File: src/rtl/dt_preimage_search.sv
// dt_preimage_search: sweeps every classifier input in ascending order and
// streams out each input whose classifier label equals the requested target.
module dt_preimage_search #(
    parameter int WIDTH   = 8,
    parameter int LABEL_W = 8
) (
    input  logic               clk,
    input  logic               rst_n,
    input  logic               start_valid,
    output logic               start_ready,
    input  logic [LABEL_W-1:0] target,
    input  logic               abort,
    output logic [WIDTH-1:0]   cand,
    input  logic [LABEL_W-1:0] cls_out,
    output logic               hit_valid,
    input  logic               hit_ready,
    output logic [WIDTH-1:0]   hit_data,
    output logic               busy,
    output logic               done,
    output logic [WIDTH:0]     hit_count
);

    typedef enum logic [1:0] {
        IDLE,
        SCAN,
        EMIT,
        FIN
    } state_t;

    localparam logic [WIDTH-1:0] LAST  = '1;
    localparam logic [WIDTH-1:0] C_ONE = WIDTH'(1);
    localparam logic [WIDTH:0]   H_ONE = (WIDTH + 1)'(1);

    state_t             state;
    logic [LABEL_W-1:0] tgt;

    // Sweep controller: one candidate per SCAN cycle, parks in EMIT per hit.
    always_ff @(posedge clk or negedge rst_n) begin
        if (!rst_n) begin
            state       <= IDLE;
            tgt         <= '0;
            cand        <= '0;
            hit_valid   <= 1'b0;
            hit_data    <= '0;
            hit_count   <= '0;
            done        <= 1'b0;
            busy        <= 1'b0;
            start_ready <= 1'b1;
        end else begin
            done <= 1'b0;
            unique case (state)
                IDLE: begin
                    if (start_valid) begin
                        tgt         <= target;
                        cand        <= '0;
                        hit_count   <= '0;
                        state       <= SCAN;
                        busy        <= 1'b1;
                        start_ready <= 1'b0;
                    end
                end
                SCAN: begin
                    if (abort) begin
                        state       <= IDLE;
                        busy        <= 1'b0;
                        start_ready <= 1'b1;
                    end else if (cls_out == tgt) begin
                        hit_data  <= cand;
                        hit_valid <= 1'b1;
                        hit_count <= hit_count + H_ONE;
                        state     <= EMIT;
                    end else if (cand == LAST) begin
                        state <= FIN;
                        done  <= 1'b1;
                        busy  <= 1'b0;
                    end else begin
                        cand <= cand + C_ONE;
                    end
                end
                EMIT: begin
                    if (abort) begin
                        hit_valid   <= 1'b0;
                        state       <= IDLE;
                        busy        <= 1'b0;
                        start_ready <= 1'b1;
                    end else if (hit_ready) begin
                        hit_valid <= 1'b0;
                        if (cand == LAST) begin
                            state <= FIN;
                            done  <= 1'b1;
                            busy  <= 1'b0;
                        end else begin
                            cand  <= cand + C_ONE;
                            state <= SCAN;
                        end
                    end
                end
                FIN: begin
                    state       <= IDLE;
                    start_ready <= 1'b1;
                end
                default: begin
                    state       <= IDLE;
                    busy        <= 1'b0;
                    start_ready <= 1'b1;
                end
            endcase
        end
    end

endmodule

File: config.mk
export PLATFORM = sky130hd
export DESIGN_NAME = dt_preimage_search
export DESIGN_NICKNAME = d
export VERILOG_FILES = /design/src/rtl/dt_preimage_search.sv
export SDC_FILE = /design/constraint.sdc
export NUM_CORES = 1
export LEC_CHECK = 0
export ABC_AREA = 1
export CORE_MARGIN = 4
export CORE_UTILIZATION = 25
export DETAILED_ROUTE_END_ITERATION = 16
export SLEW_MARGIN = 15
export SYNTH_ARGS = -nofsm -noshare
export SYNTH_HDL_FRONTEND = slang
export SYNTH_SLANG_ARGS = --single-unit
File: constraint.sdc
create_clock -name clk -period 3.1 [get_ports clk]
set_input_delay 0.775 -clock clk [delete_from_list [all_inputs] [get_ports clk]]
set_output_delay 0.775 -clock clk [all_outputs]
set_load 0.1 [all_outputs]
Word level (Yosys, flattened, before mapping)
Index checks and enable logic that the tools add are counted.
- output and inout port bits: 29
- flip-flop bits (word level): 39
- word-level logic and storage cells: 80
- bits of input ports: 21
- reduce and logical (&&, ||, !) cells: 13
- bitwise logic cells: 1
- equality and inequality tests: 15
- mux-type cells: 40
- add/sub/neg operators: 2
- operators with widths (operator ; count):
    $mux W8 ; 6
    $mux W9 ; 3
    $pmux W8 S3 ; 1
    $pmux W9 S2 ; 1
    $mux W1 ; 17
    $mux W2 ; 7
    $ne A2 B2 Y1 const B ; 6
    $reduce_and A4 Y1 ; 3
    $add A9 B1 Y9 const B ; 1
    $add A8 B1 Y8 const B ; 1
    $eq A8 B8 Y1 ; 1
    $eq A8 B8 Y1 const B ; 1
    $pmux W2 S4 ; 1
    $ne A3 B3 Y1 const B ; 2
    $pmux W1 S3 ; 2
    $reduce_and A3 Y1 ; 2
    $reduce_and A6 Y1 ; 1
    $eq A2 B2 Y1 const B ; 2
    $ne A4 B4 Y1 const B ; 1
    $pmux W1 S2 ; 2
    $reduce_and A2 Y1 ; 2
    $reduce_bool A2 Y1 ; 2
    $reduce_bool A3 Y1 ; 1
    $eq A2 B1 Y1 const B ; 1
    other kinds (4) ; 4

Depth between registers and ports, before layout
- depth in word-level cells: 5
- depth in mapped cells: 10
- depth with buffers taken out: 10

Worst setup path after synthesis
OpenSTA, ideal clock, no wires.
- kind: flip-flop to flip-flop
- start: register cand[0]
- end: register cand[5]
- data arrival time: 2.143 ns
- period minus slack after synthesis: 2.210 ns
- library setup time: 0.068 ns
- data required time: 3.032 ns
- path buffers: 0
- stages on the path, launching flop included: 8
- setup slack: 0.890 ns
- cells stage by stage: dfrtp_1 ha_1 nand2_1 nor2_1 nand3_2 nand3_4 nand2_1 nand2_1
- cells in the longest elaborated chain, start to end: 5
- elaborated cells on any way between the ends: 8
- classes of those cells: add/sub (1); eq/ne (1); mux (6)
- RTL lines (item ; RTL line ; source):
    start: declaration ; 13 ; output logic [WIDTH-1:0] cand,
    start signal: assignment ; 77 ; cand <= cand + C_ONE;
    start signal: assignment ; 93 ; cand <= cand + C_ONE;
    $add A8 B1 Y8 or $eq A8 B8 Y1 (tied branches) ; -- ;
    $mux W8 (*) ; 72, 88 ;
    $mux W8 (on tied branches) ; 86, 67 ;
    $mux W8 (on tied branches) ; 81, 63 ;
    $pmux W8 S3 (*) ; 51 ; unique case (state)
Mark *: on every way between the ends. The rest lies on a longest branch, timed or not. The select of a mux whose other input is x is not followed.
A chain may end at the register's enable or synchronous reset.

Worst setup path after layout
- start: input port start_valid
- end: register hit_count[8]
- cells in the longest elaborated chain, start to end: 2
- RTL lines (item ; RTL line ; source):
    start: declaration ; 9 ; input logic start_valid,
    $ne A2 B2 Y1 (no line) ; -- ;
    $reduce_and A4 Y1 (no line) ; -- ;
    end signal: assignment ; 70 ; hit_count <= hit_count + H_ONE;
    end: declaration ; 20 ; output logic [WIDTH:0] hit_count
No other way between the ends.

==> reports/qor.yml <==
outcome: "finished clean"
post-synth-top-area-fraction_pct: 41.9
cp.buffers_inverters: 2
coreArea_mm2: 0.00876
synth_sequential_area_ratio_pct: 43.0
fp.dieH_um: 103
worst_ir_drop_vdd_mv: 0.244
synth.largest_area_cell: "sky130_fd_sc_hd__dfrtp_1"
nets: 387
arrival_ps: 2510
yosys_register_bits: 39
number_of_sinks_on_the_clock_net: 39
hold_class: "reg2reg"
yosys.cell_types.count: 28
overall_power_of_the_completed_layout_mw: 2.14
number_of_design_rule_violations_left_after_detail_routing: 0
vias_per_cell: 4.49
whs_ps: 488
report.final.hold_viol_count: 0
syn_inst: 306
cp-end-kind: "flip-flop"
cpMaxStageDelayCell: "sky130_fd_sc_hd__clkdlybuf4s50_1"
cts-hold-fix-buffers: 0
wirelength_mm: 5.69
setup_viol: 0
post_synth_instance_area_mm2: 0.00227
highest_count_cells_in_the_layout_ignoring_fill_and_taps: "119 x sky130_fd_sc_hd__nand2_1, 38 x sky130_fd_sc_hd__dfrtp_1, 34 x sky130_fd_sc_hd__inv_1"
die_area_mm2: 0.0107
crit_required_ps: 3340
fin_worst_skew_ps: 4.94
detailed_router_s_first_iteration_violation_count: 200
post-dp-hpwl_mm: 4.25
antenna_violations_before_repair: 0
place.detailed.instances: 461
largest_fanout_on_the_critical_path: 14
layout-area-overhead-vs-synth_pct: 28.8
clock_buffers_created_by_tritoncts: 5
worst_skew_pair.late_latency_ps: 290
pin_count_of_the_biggest_net_entering_global_routing: 40
postLayoutCellArea_mm2: 0.00292
yosys.area_share.simple_pct: 37.3
antenna_cells_inserted: 0
cts_setup_buffers: 0
timing.final.crit_period_ps: 2270
gpl.final_weighted_congestion: 0.849
synthAdderAreaFrac_pct: 3.31
critPathTopFamily: "simple AND/OR/NAND/NOR gates"
detailed_place.area_mm2: 0.00281
pin_count: 50
power.static_leakage_nw: 1.51
slew_headroom_pct: 41.7
tritoncts: "built"
crit_path_start_kind: "input port"
grt_first_pass_wirelength_mm: 9.56
clock-root-buffer: "sky130_fd_sc_hd__clkbuf_8"
cts-htree-levels: 2
post_route_antenna_net_violation_count: 0
width_of_the_chip_um: 103
synth.area.mux_share_pct: 0
combined_area_of_the_multi_input_logic_cells_mm2: 0.00113
timing.critical_path.cells: "clkdlybuf4s50_1 > nand2_1 > inv_1 > nand2_1 > nand2_1 > nand2_1 > nand2_1"
crit_path_max_incr_delay_ps: 500
max-cap-violations: 0
timing_worst_slew_pin_value_ps: 875
synth.area.top_cells: "sky130_fd_sc_hd__dfrtp_1 42%, sky130_fd_sc_hd__nand2_1 20%, sky130_fd_sc_hd__inv_1 5.6%"
fmax_mhz: 440
num_vias: 2104
seqCellArea_um2: 977
path_depth: 7
starting_utilization_of_the_core_area_pct: 25.9
syn_area_per_cell_um2: 7.42
cts_max_path_buffers: 2
post-route-period-util_pct: 73.3
ys_warn_count: 0
power_density_mw_per_mm2: 731
drt_pass1_iterations: 5
synth_fp_nets: 333
min_path_cells: 2
num_rows: 34
path_common_cell: "sky130_fd_sc_hd__nand2_1"
cts.clk_slew.worst_paths_ps: 80
synth_compound_area_share_pct: 4.96
cts_repair_resize_count: 0
largest_family_of_logic_cells_by_synthesized_area: "simple AND/OR/NAND/NOR gates"
rsz0062_at_grt: "false"
final_common_cell: "sky130_fd_sc_hd__nand2_1"
setup_tns_final_ps: 0
post_route_cells_drive_above_1_share_pct: 16.6
buffer_ports.inserted: 49
grt_overflow_total: 0
drt-wirelength-per-cell_um: 12.1
fillCellCount: 935
synth_xor_xnor_area_share_pct: 4.24
first_global_vias: 2010
critical_path_start_end_classification: "in2reg"
reg2regPathDepth: 8
count_of_pins_over_their_slew_limit: 0
instances_no_fill: 469
track_usage_pct: 11.2
-- path summary, 6_finish.rpt --
check	slack (ps)	to	start
max	830	hit_count[8]	start_valid
min	490	busy	busy
max reg2reg	1020	hit_count[8]	state[0]
min reg2reg	490	busy	busy
max in group asynchronous	1960	tgt[5]	rst_n
min in group asynchronous	600	hit_data[0]	rst_n
-- flip-flops by register name, summed over array words and instances (netlist names) --
signal,count
hit_data,8
hit_count,9
cand,8
done,1
tgt,8
start_ready,1
state,2
busy,1
hit_valid,1
-- synth_stat cells --
| cell type | count |
|---|---|
| sky130_fd_sc_hd__a21oi_1 | 5 |
| sky130_fd_sc_hd__buf_2 | 1 |
| sky130_fd_sc_hd__buf_6 | 1 |
| sky130_fd_sc_hd__clkbuf_1 | 1 |
| sky130_fd_sc_hd__clkinv_1 | 1 |
| sky130_fd_sc_hd__dfrtp_1 | 38 |
| sky130_fd_sc_hd__dfstp_2 | 1 |
| sky130_fd_sc_hd__ha_1 | 6 |
| sky130_fd_sc_hd__inv_1 | 34 |
| sky130_fd_sc_hd__inv_2 | 3 |
| sky130_fd_sc_hd__nand2_1 | 119 |
| sky130_fd_sc_hd__nand2_2 | 1 |
| sky130_fd_sc_hd__nand3_1 | 21 |
| sky130_fd_sc_hd__nand3_2 | 2 |
| sky130_fd_sc_hd__nand3_4 | 1 |
| sky130_fd_sc_hd__nand4_1 | 12 |
| sky130_fd_sc_hd__nand4_2 | 1 |
| sky130_fd_sc_hd__nor2_1 | 26 |
| sky130_fd_sc_hd__nor2_2 | 2 |
| sky130_fd_sc_hd__nor2_4 | 1 |
| sky130_fd_sc_hd__nor3_1 | 2 |
| sky130_fd_sc_hd__nor3_2 | 1 |
| sky130_fd_sc_hd__nor3_4 | 1 |
| sky130_fd_sc_hd__o21ai_0 | 7 |
| sky130_fd_sc_hd__o21ai_2 | 6 |
| sky130_fd_sc_hd__or2_2 | 1 |
| sky130_fd_sc_hd__xnor2_1 | 5 |
| sky130_fd_sc_hd__xor2_1 | 6 |
-- where the power goes --
part	total [mW]	internal [mW]	switching (mW)
logic	0.992	0.265	0.727
registers	0.701	0.615	0.0856
clock network	0.445	0.261	0.184
-- metrics by stage --
step                utilization (%)  setup WS, ps
detailed placement             32.0           515
CTS                            33.4           818
global route                   33.4           609
finish                         33.4           826
floorplan                         -           890
global placement               32.0           557
-- layout make-up --
| cell class | count | area share [%] |
|---|---|---|
| clock buffers | 6 | 2.82 |
| inverters | 38 | 4.88 |
| well taps | 108 | 4.62 |
| repair buffers | 50 | 14.4 |
| multi-input cells | 226 | 38.7 |
| clock inverters | 2 | 1.20 |
| flip-flops and latches | 39 | 33.4 |
-- worst reg2reg max path: cells and delay by family, from the launching register on --
kind / cells / cell delay (ps)
DFF: 1 / 420
adders and majority gates: 1 / 250
and+or+nand+nor: 5 / 940
buffers and inverters: 2 / 410
-- metal layers --
layer  up-vias  GRT usage [%]  share of wire (%)
met5         -              0                  0
met4         0           5.18                3.1
met3        12           1.74                3.8
met2        45           19.0                 50
met1       983           14.0                 43
li1       1064              -                  -
-- kinds of logic (layout without fill, tap and decap cells) --
group / after synthesis / after routing
and+or+nand+nor: 191 / 191
buffers and inverters: 41 / 96
DFF: 39 / 39
AOI/OAI and AO/OA: 18 / 18
xor gates and xnor gates: 11 / 11
adders and majority gates: 6 / 6
No activity file was read; power rests on OpenSTA's default activity.
